===== src/rtl/mc_controller.sv =====
// mc_controller: multicycle RISC-V control FSM (lw, sw, R/I-type ALU, jal, beq)
// Inputs : clk, reset_n (async, active-low), op[6:0], funct3[2:0], funct7b5, Zero
// Outputs: ImmSrc, ALUSrcA, ALUSrcB, ALUControl, ResultSrc,
//          AdrSrc, IRWrite, PCWrite, RegWrite, MemWrite, Illegal
module mc_controller (
  input  logic       clk,
  input  logic       reset_n,
  input  logic [6:0] op,
  input  logic [2:0] funct3,
  input  logic       funct7b5,
  input  logic       Zero,
  output logic [1:0] ImmSrc,
  output logic [1:0] ALUSrcA,
  output logic [1:0] ALUSrcB,
  output logic [2:0] ALUControl,
  output logic [1:0] ResultSrc,
  output logic       AdrSrc,
  output logic       IRWrite,
  output logic       PCWrite,
  output logic       RegWrite,
  output logic       MemWrite,
  output logic       Illegal
);
  typedef enum logic [3:0] {
    FETCH, DECODE, MEMADR, MEMREAD, MEMWB, MEMWRITE,
    EXECR, EXECI, ALUWB, JAL, BEQ, ERROR
  } state_t;
  localparam logic [6:0] OP_LW = 7'b0000011, OP_SW = 7'b0100011, OP_R = 7'b0110011,
                         OP_I = 7'b0010011, OP_JAL = 7'b1101111, OP_BEQ = 7'b1100011;
  localparam logic [1:0] ALU_ADD = 2'b00, ALU_SUB = 2'b01, ALU_FN = 2'b10;
  state_t     state_q, state_d;
  logic [1:0] alu_op;
  logic       pc_update, branch, reg_write, mem_write, illegal;
  always_ff @(posedge clk or negedge reset_n)
    if (!reset_n) state_q <= FETCH;
    else state_q <= state_d;
  always_comb begin
    state_d = state_q;
    case (state_q)
      FETCH:    state_d = DECODE;
      DECODE:   state_d = (op == OP_LW || op == OP_SW) ? MEMADR :
                          (op == OP_R)   ? EXECR :
                          (op == OP_I)   ? EXECI :
                          (op == OP_JAL) ? JAL   :
                          (op == OP_BEQ) ? BEQ   : ERROR;
      MEMADR:   state_d = (op == OP_LW) ? MEMREAD : MEMWRITE;
      MEMREAD:  state_d = MEMWB;
      EXECR, EXECI, JAL: state_d = ALUWB;
      MEMWB, MEMWRITE, ALUWB, BEQ: state_d = FETCH;
      ERROR:    state_d = ERROR;
      default:  state_d = FETCH;
    endcase
  end
  always_comb begin
    ALUSrcA   = 2'b00;
    ALUSrcB   = 2'b00;
    ResultSrc = 2'b00;
    alu_op    = ALU_ADD;
    AdrSrc    = 1'b0;
    IRWrite   = 1'b0;
    pc_update = 1'b0;
    branch    = 1'b0;
    reg_write = 1'b0;
    mem_write = 1'b0;
    illegal   = 1'b0;
    case (state_q)
      FETCH:    begin ALUSrcB = 2'b10; ResultSrc = 2'b10; IRWrite = 1'b1; pc_update = 1'b1; end
      DECODE:   begin ALUSrcA = 2'b01; ALUSrcB = 2'b01; end
      MEMADR:   begin ALUSrcA = 2'b10; ALUSrcB = 2'b01; end
      MEMREAD:  AdrSrc = 1'b1;
      MEMWB:    begin ResultSrc = 2'b01; reg_write = 1'b1; end
      MEMWRITE: begin AdrSrc = 1'b1; mem_write = 1'b1; end
      EXECR:    begin ALUSrcA = 2'b10; alu_op = ALU_FN; end
      EXECI:    begin ALUSrcA = 2'b10; ALUSrcB = 2'b01; alu_op = ALU_FN; end
      ALUWB:    reg_write = 1'b1;
      JAL:      begin ALUSrcA = 2'b01; ALUSrcB = 2'b10; pc_update = 1'b1; end
      BEQ:      begin ALUSrcA = 2'b10; alu_op = ALU_SUB; branch = 1'b1; end
      ERROR:    illegal = 1'b1;
      default:  ;
    endcase
  end
  // Write strobes are masked by reset_n so nothing commits while reset is held,
  // even though FETCH itself requests a PC update.
  assign PCWrite  = reset_n & (pc_update | (branch & Zero));
  assign RegWrite = reset_n & reg_write;
  assign MemWrite = reset_n & mem_write;
  assign Illegal  = reset_n & illegal;
  // Subtract only for R-type (op[5]=1) with funct7b5; addi ignores funct7b5.
  assign ALUControl = (alu_op == ALU_SUB) ? 3'b001 :
                      (alu_op != ALU_FN)  ? 3'b000 :
                      (funct3 == 3'b000)  ? ((op[5] & funct7b5) ? 3'b001 : 3'b000) :
                      (funct3 == 3'b010)  ? 3'b101 :
                      (funct3 == 3'b110)  ? 3'b011 :
                      (funct3 == 3'b111)  ? 3'b010 : 3'b000;
  assign ImmSrc = (op == OP_SW)  ? 2'b01 :
                  (op == OP_BEQ) ? 2'b10 :
                  (op == OP_JAL) ? 2'b11 : 2'b00;
endmodule


===== config.mk =====
export PLATFORM = sky130hd
export DESIGN_NAME = mc_controller
export DESIGN_NICKNAME = d
export VERILOG_FILES = /design/src/rtl/mc_controller.sv
export SDC_FILE = /design/constraint.sdc
export NUM_CORES = 1
export LEC_CHECK = 0
export ABC_AREA = 1
export BUFFER_PORTS_ARGS = -buffer_cell sky130_fd_sc_hd__buf_4
export CAP_MARGIN = 0
export CORE_AREA = 8 8 45 47
export DETAILED_ROUTE_END_ITERATION = 10
export DIE_AREA = 0 0 53 55
export HOLD_SLACK_MARGIN = 0.02
export PLACE_DENSITY = 0.75
export SLEW_MARGIN = 10
export SYNTH_ARGS = -nofsm -noshare
export SYNTH_HDL_FRONTEND = slang
export SYNTH_SLANG_ARGS = --single-unit

===== constraint.sdc =====
create_clock -name clk -period 1.4 [get_ports clk]
set_clock_uncertainty 0.05 [all_clocks]
set_input_delay 0.21 -clock clk [delete_from_list [all_inputs] [get_ports clk]]
set_output_delay 0.21 -clock clk [all_outputs]
set_load 0.005 [all_outputs]

==> results.json, run 1 <==
{
  "antenna_found_initial": 0,
  "reg_top3": "state_q x4",
  "layout_min_cycle_time_ns": 1.55,
  "grt_usage_pct": 11.4,
  "numCtsBuffers": 3,
  "tightestPinTransition_ns": 0.241,
  "core-area_sq_um": 1380,
  "syn_nets": 107,
  "syn_inst": 93,
  "worstPathRequired_ns": 1.14,
  "port_buffers": 30,
  "leakagePower_nw": 0.533,
  "maxCapViolCount": 0,
  "whs_ns": 0.269,
  "ant_nets": 0,
  "htreeDepth": 1,
  "layout.nets": 152,
  "via_count": 703,
  "max_freq_ghz": 0.644,
  "synth_cell_types": 19,
  "hp-start": "op[4]",
  "largest_reg_flops": 4,
  "hold_viol_final": 0,
  "placed_cell_area_sq_um": 773,
  "core.rowCount": 14,
  "slew_viol_final": 0,
  "arrival_ns": 1.29,
  "initial_utilization_pct": 38.2,
  "crit_type": "register to primary output",
  "syn_area_sq_um": 528,
  "clock_path_buffers": 2,
  "syn2layout_area_growth_pct": 76.3,
  "pre_cts_slack_ns": 0.0573,
  "grt_pass1_vias": 643,
  "overflow": 0,
  "post_drt_wl_per_cell_microns": 12.3,
  "largest-register": "state_q",
  "irDropWorstVdd_v": 0.00114,
  "die_area_sq_um": 2920,
  "status": "finished with violations",
  "hold_class": "input port to register",
  "dp_hpwl_microns": 1290,
  "final_cells": 152,
  "drc": 0,
  "path_max_fanout": 4,
  "tns_ns": -1.43,
  "seq_area_frac_synth_pct": 19.0,
  "rsz0062_at_grt": "true",
  "grt_max_degree": 7,
  "vias_per_cell": 4.63,
  "drtIter0Drc": 13,
  "fin_ws_ns": -0.153,
  "r2r-start": "state_q[3]$_DFF_PN0_",
  "setup_viol": 14,
  "die_w_microns": 53,
  "root_buffer": "clkbuf_4",
  "fin_area_sq_um": 931,
  "ys_ff_latch": 4,
  "fillers": 114,
  "endpoint_kind": "primary output",
  "antenna_cells": 0,
  "dp_cells": 139,
  "tritoncts": "done",
  "violations": "negative setup slack",
  "multiInputGateArea_sq_um": 395,
  "first_pass_iters": 5,
  "startpoint_type": "register",
  "io_pins": 31,
  "r2r_end": "state_q[2]$_DFF_PN0_",
  "clk_pin_slew_ns": 0.04,
  "synth.avg_cell_area_sq_um": 5.68,
  "maxSlewHeadroom_pct": 83.8,
  "synth_warnings": 0,
  "whs_endpoint": "state_q[1]$_DFF_PN0_",
  "die_h_microns": 55,
  "r2r_cells": 7,
  "r2r_slack_ns": 0.03,
  "layout-drive-gt1-share_pct": 55.1,
  "clock_latency_ns": 0.23,
  "hold-path-cell-count": 4,
  "finalWeightedCongestion": 0.833,
  "fin_crit_sh_pct": 111,
  "regArea_sq_um": 105,
  "powerDensity_nw_per_um2": 1830,
  "grt_pass1_wl_microns": 2580,
  "crit_start": "state_q[2]$_DFF_PN0_",
  "cts.sinks": 4,
  "wirelength_microns": 1860
}
[cell families (layout without fill, tap and decap cells)]
kind of cell,count (synthesis),in the layout,share of synthesized area [%]
flops,4,4,19.0
buf+inv,21,64,15.6
compound gates,7,7,7.82
simple gates,61,61,57.6
[how the worst max path moves through the flow]
stage,endpoint,slack [ns],cells after the start
global route,RegWrite,-0.26,4
finish,RegWrite,-0.15,5
CTS,ALUControl[2],-0.13,5
floorplan,PCWrite,0.24,5
global placement,ALUSrcB[0],0.09,6
detailed placement,ALUSrcB[0],0.06,6
[through the flow]
stage / util (%) / total power [mW]
6_report: 67.3 / 1.71
5_1_grt: 67.3 / 1.86
4_1_cts: 63.2 / 1.56
3_5_place_dp: 55.9 / 1.22
3_3_place_gp: 55.9 / 1.20
2_1_floorplan: - / 0.841
[where the power goes]
group | internal, mW | total, mW | switching, mW
combinational | 0.619 | 1.27 | 0.647
clock | 0.0954 | 0.136 | 0.0409
sequential | 0.183 | 0.304 | 0.121
[synth_stat cells]
master   count  area share, %
nor3_1       3            2.8
o21a_1       1            1.4
nor2_4       4            8.5
nor2_1      13            9.2
nand2_2      4            4.7
inv_2        6            4.3
inv_1       14             10
buf_4        1            1.4
nand2_1     25             18
nor2_2       2            2.4
a21oi_1      1           0.95
nand3_1      7            6.6
nand4_1      1            1.2
nor4_2       1            2.4
o21ai_1      3            2.8
dfrtp_1      4             19
o21ai_0      1           0.95
nor3_2       1            1.9
a21oi_2      1            1.7
[worst max-delay path: stages, from the launching register on]
cell and delay, ns:
dfrtp_2 0.43, inv_2 0.07, nor2_4 0.17, nor2_1 0.08, nor3_1 0.16, buf_4 0.15
[cells in the final DEF (no fill, tap or decap)]
| master | instances |
|---|---|
| o21a_1 | 1 |
| dfrtp_2 | 4 |
| nand2_4 | 2 |
| nand2_2 | 6 |
| nor4_4 | 1 |
| nand4_1 | 1 |
| inv_2 | 6 |
| nor2_1 | 12 |
| o21ai_1 | 3 |
| nor3_1 | 3 |
| dlygate4sd3_1 | 1 |
| a21oi_1 | 1 |
| nand3_2 | 2 |
| nor2_2 | 2 |
| inv_1 | 13 |
| nor2_4 | 5 |
| a21oi_2 | 1 |
| buf_4 | 40 |
| o21ai_2 | 1 |
| nor3_2 | 1 |
| nand2_1 | 21 |
| inv_4 | 1 |
| clkbuf_4 | 3 |
| nand3_1 | 5 |
[timing repair]
action	CTS	global route
hold endpoints to repair	4	0
pin swaps	5	2
buffers inserted	6	3
setup endpoints to repair	14	15
gates resized for setup	10	9
hold buffers	1	0
[cell type report]
class,count,share of cell area [%]
clock buffer,3,2.42
timing repair buffer,41,33.3
inverter,20,8.33
sequential,4,11.3
multi-input combinational,68,42.5
tap,16,2.15
[per-layer routing]
metal / part of all wire (%) / GRT usage, % / vias to the layer above
met5: 0 / 0 / -
met4: 0 / 2.59 / 0
met3: 9.6 / 5.35 / 0
met2: 53 / 21.7 / 27
met1: 37 / 11.0 / 308
li1: - / - / 368
Note: power is estimated with default switching activity, not from simulation.
==> inputs of run 2 (changes only) <==
--- a/config.mk
+++ b/config.mk
@@ -11,2 +11,3 @@
 export CORE_AREA = 8 8 45 47
+export CTS_CLUSTER_DIAMETER = 80
 export DETAILED_ROUTE_END_ITERATION = 10
==> constraint.sdc (replaced) <==
create_clock -name clk -period 1.4 [get_ports clk]
set_clock_uncertainty 0.05 [all_clocks]
set_input_delay 0.14 -clock clk [delete_from_list [all_inputs] [get_ports clk]]
set_output_delay 0.14 -clock clk [all_outputs]
set_load 0.005 [all_outputs]
==> results.json, run 2 (same netlist as run 1, synthesis figures left out) <==
{
  "status": "finished with violations",
  "violations": "negative setup slack",
  "largest-register": "state_q",
  "layout.nets": 156,
  "maxCapViolCount": 0,
  "drc": 0,
  "die_h_microns": 55,
  "hold_viol_final": 0,
  "numCtsBuffers": 3,
  "antenna_cells": 0,
  "initial_utilization_pct": 38.2,
  "placed_cell_area_sq_um": 766,
  "grt_usage_pct": 11.6,
  "setup_viol": 8,
  "endpoint_kind": "primary output",
  "crit_type": "register to primary output",
  "via_count": 748,
  "antenna_found_initial": 0,
  "wirelength_microns": 2040,
  "fin_area_sq_um": 983,
  "dp_hpwl_microns": 1250,
  "first_pass_iters": 4,
  "die_w_microns": 53,
  "startpoint_type": "register",
  "largest_reg_flops": 4,
  "r2r_end": "state_q[2]$_DFF_PN0_",
  "reg_top3": "state_q x4",
  "syn2layout_area_growth_pct": 86.3,
  "r2r-start": "state_q[3]$_DFF_PN0_",
  "post_drt_wl_per_cell_microns": 13.1,
  "tritoncts": "done",
  "fin_crit_sh_pct": 108,
  "layout_commonest_cell": "buf_4",
  "core.rowCount": 14,
  "mostFrequentLayoutCells": "42 x buf_4, 20 x nand2_1, 12 x inv_1, 11 x nor2_1, 7 x inv_2",
  "io_pins": 31,
  "core-area_sq_um": 1380,
  "grt_pass1_vias": 640,
  "r2r_cells": 7,
  "grt_max_degree": 7,
  "finalWeightedCongestion": 0.783,
  "worstPathRequired_ns": 1.21,
  "layout_min_cycle_time_ns": 1.51,
  "overflow": 0,
  "irDropWorstVdd_v": 0.00119,
  "layout-drive-gt1-share_pct": 57.9,
  "fin_ws_ns": -0.109,
  "path_max_fanout": 4,
  "clock_path_buffers": 2,
  "whs_endpoint": "state_q[1]$_DFF_PN0_",
  "slew_viol_final": 0,
  "hold-path-cell-count": 4,
  "leakagePower_nw": 0.565,
  "rsz0062_at_grt": "true",
  "tightestPinTransition_ns": 0.288,
  "hp-start": "op[6]",
  "cts.sinks": 4,
  "drtIter0Drc": 16,
  "die_area_sq_um": 2920,
  "ant_nets": 0,
  "powerDensity_nw_per_um2": 1920,
  "arrival_ns": 1.32,
  "hold_class": "input port to register",
  "vias_per_cell": 4.79,
  "port_buffers": 30,
  "grt_pass1_wl_microns": 2620,
  "clk_pin_slew_ns": 0.03,
  "r2r_slack_ns": 0.01,
  "root_buffer": "clkbuf_4",
  "maxSlewHeadroom_pct": 80.7,
  "htreeDepth": 1,
  "pre_cts_slack_ns": 0.133,
  "max_freq_ghz": 0.663,
  "clock_latency_ns": 0.23
}
-- run 2: area by class of cell --
type	instances	area (sq um)
multi-input cells	68	410
clock buffers	3	22.5
well taps	16	20.0
repair buffers	45	348
fillers	104	400
inverters	20	77.6
flip-flops and latches	4	105
-- run 2: worst max-delay path by stage --
| stage | from | end | slack (ns) | cells after the start |
|---|---|---|---|---|
| 3_3_place_gp | state_q[3]$_DFF_PN0_ | ALUSrcB[0] | 0.16 | 6 |
| 6_report | state_q[3]$_DFF_PN0_ | ALUSrcB[0] | -0.11 | 6 |
| 5_1_grt | state_q[0]$_DFF_PN0_ | PCWrite | -0.16 | 8 |
| 2_1_floorplan | state_q[3]$_DFF_PN0_ | PCWrite | 0.31 | 5 |
| 4_1_cts | state_q[2]$_DFF_PN0_ | ALUControl[2] | -0.07 | 5 |
| 3_5_place_dp | state_q[3]$_DFF_PN0_ | ALUSrcB[0] | 0.13 | 6 |
-- run 2: timing repair --
item | in CTS | in global routing
setup buffers | 5 | 9
resized for setup | 14 | 12
setup endpoints to repair | 8 | 14
hold buffers | 1 | 0
pin swaps | 4 | 6
hold endpoints to repair | 4 | 0
-- run 2: through the flow --
step                std cells  TNS, ns  hold slack, ns  power [mW]  utilization [%]
global route              156    -1.27           0.211        2.03             71.1
floorplan                  93        0          -0.206       0.841                -
detailed placement        138        0          -0.109        1.21             55.3
CTS                       147   -0.320           0.182        1.58             62.7
finish                    156   -0.570           0.184        1.89             71.1
global placement          138        0          -0.111        1.20             55.3
-- run 2: power breakdown --
part	total, mW	leakage, nW	switching [mW]	internal (mW)
clock	0.136	0.0138	0.0403	0.0954
combinational	1.44	0.505	0.713	0.726
sequential	0.315	0.0457	0.132	0.183
total	1.89	0.565	0.885	1.00
-- run 2: worst max-delay path, stage by stage, from the launching register on --
cell	delay, ns
dfrtp_2	0.45
nor2_4	0.19
inv_4	0.06
nor2_4	0.10
a21oi_2	0.05
o21ai_1	0.10
buf_4	0.13
-- run 2: layer usage --
metal | vias up | global-route usage (%) | part of all wire [%]
li1 | 377 | - | -
met1 | 342 | 13.1 | 41
met2 | 29 | 19.5 | 51
met3 | 0 | 4.55 | 8.3
met4 | 0 | 3.88 | 0
met5 | - | 0 | 0
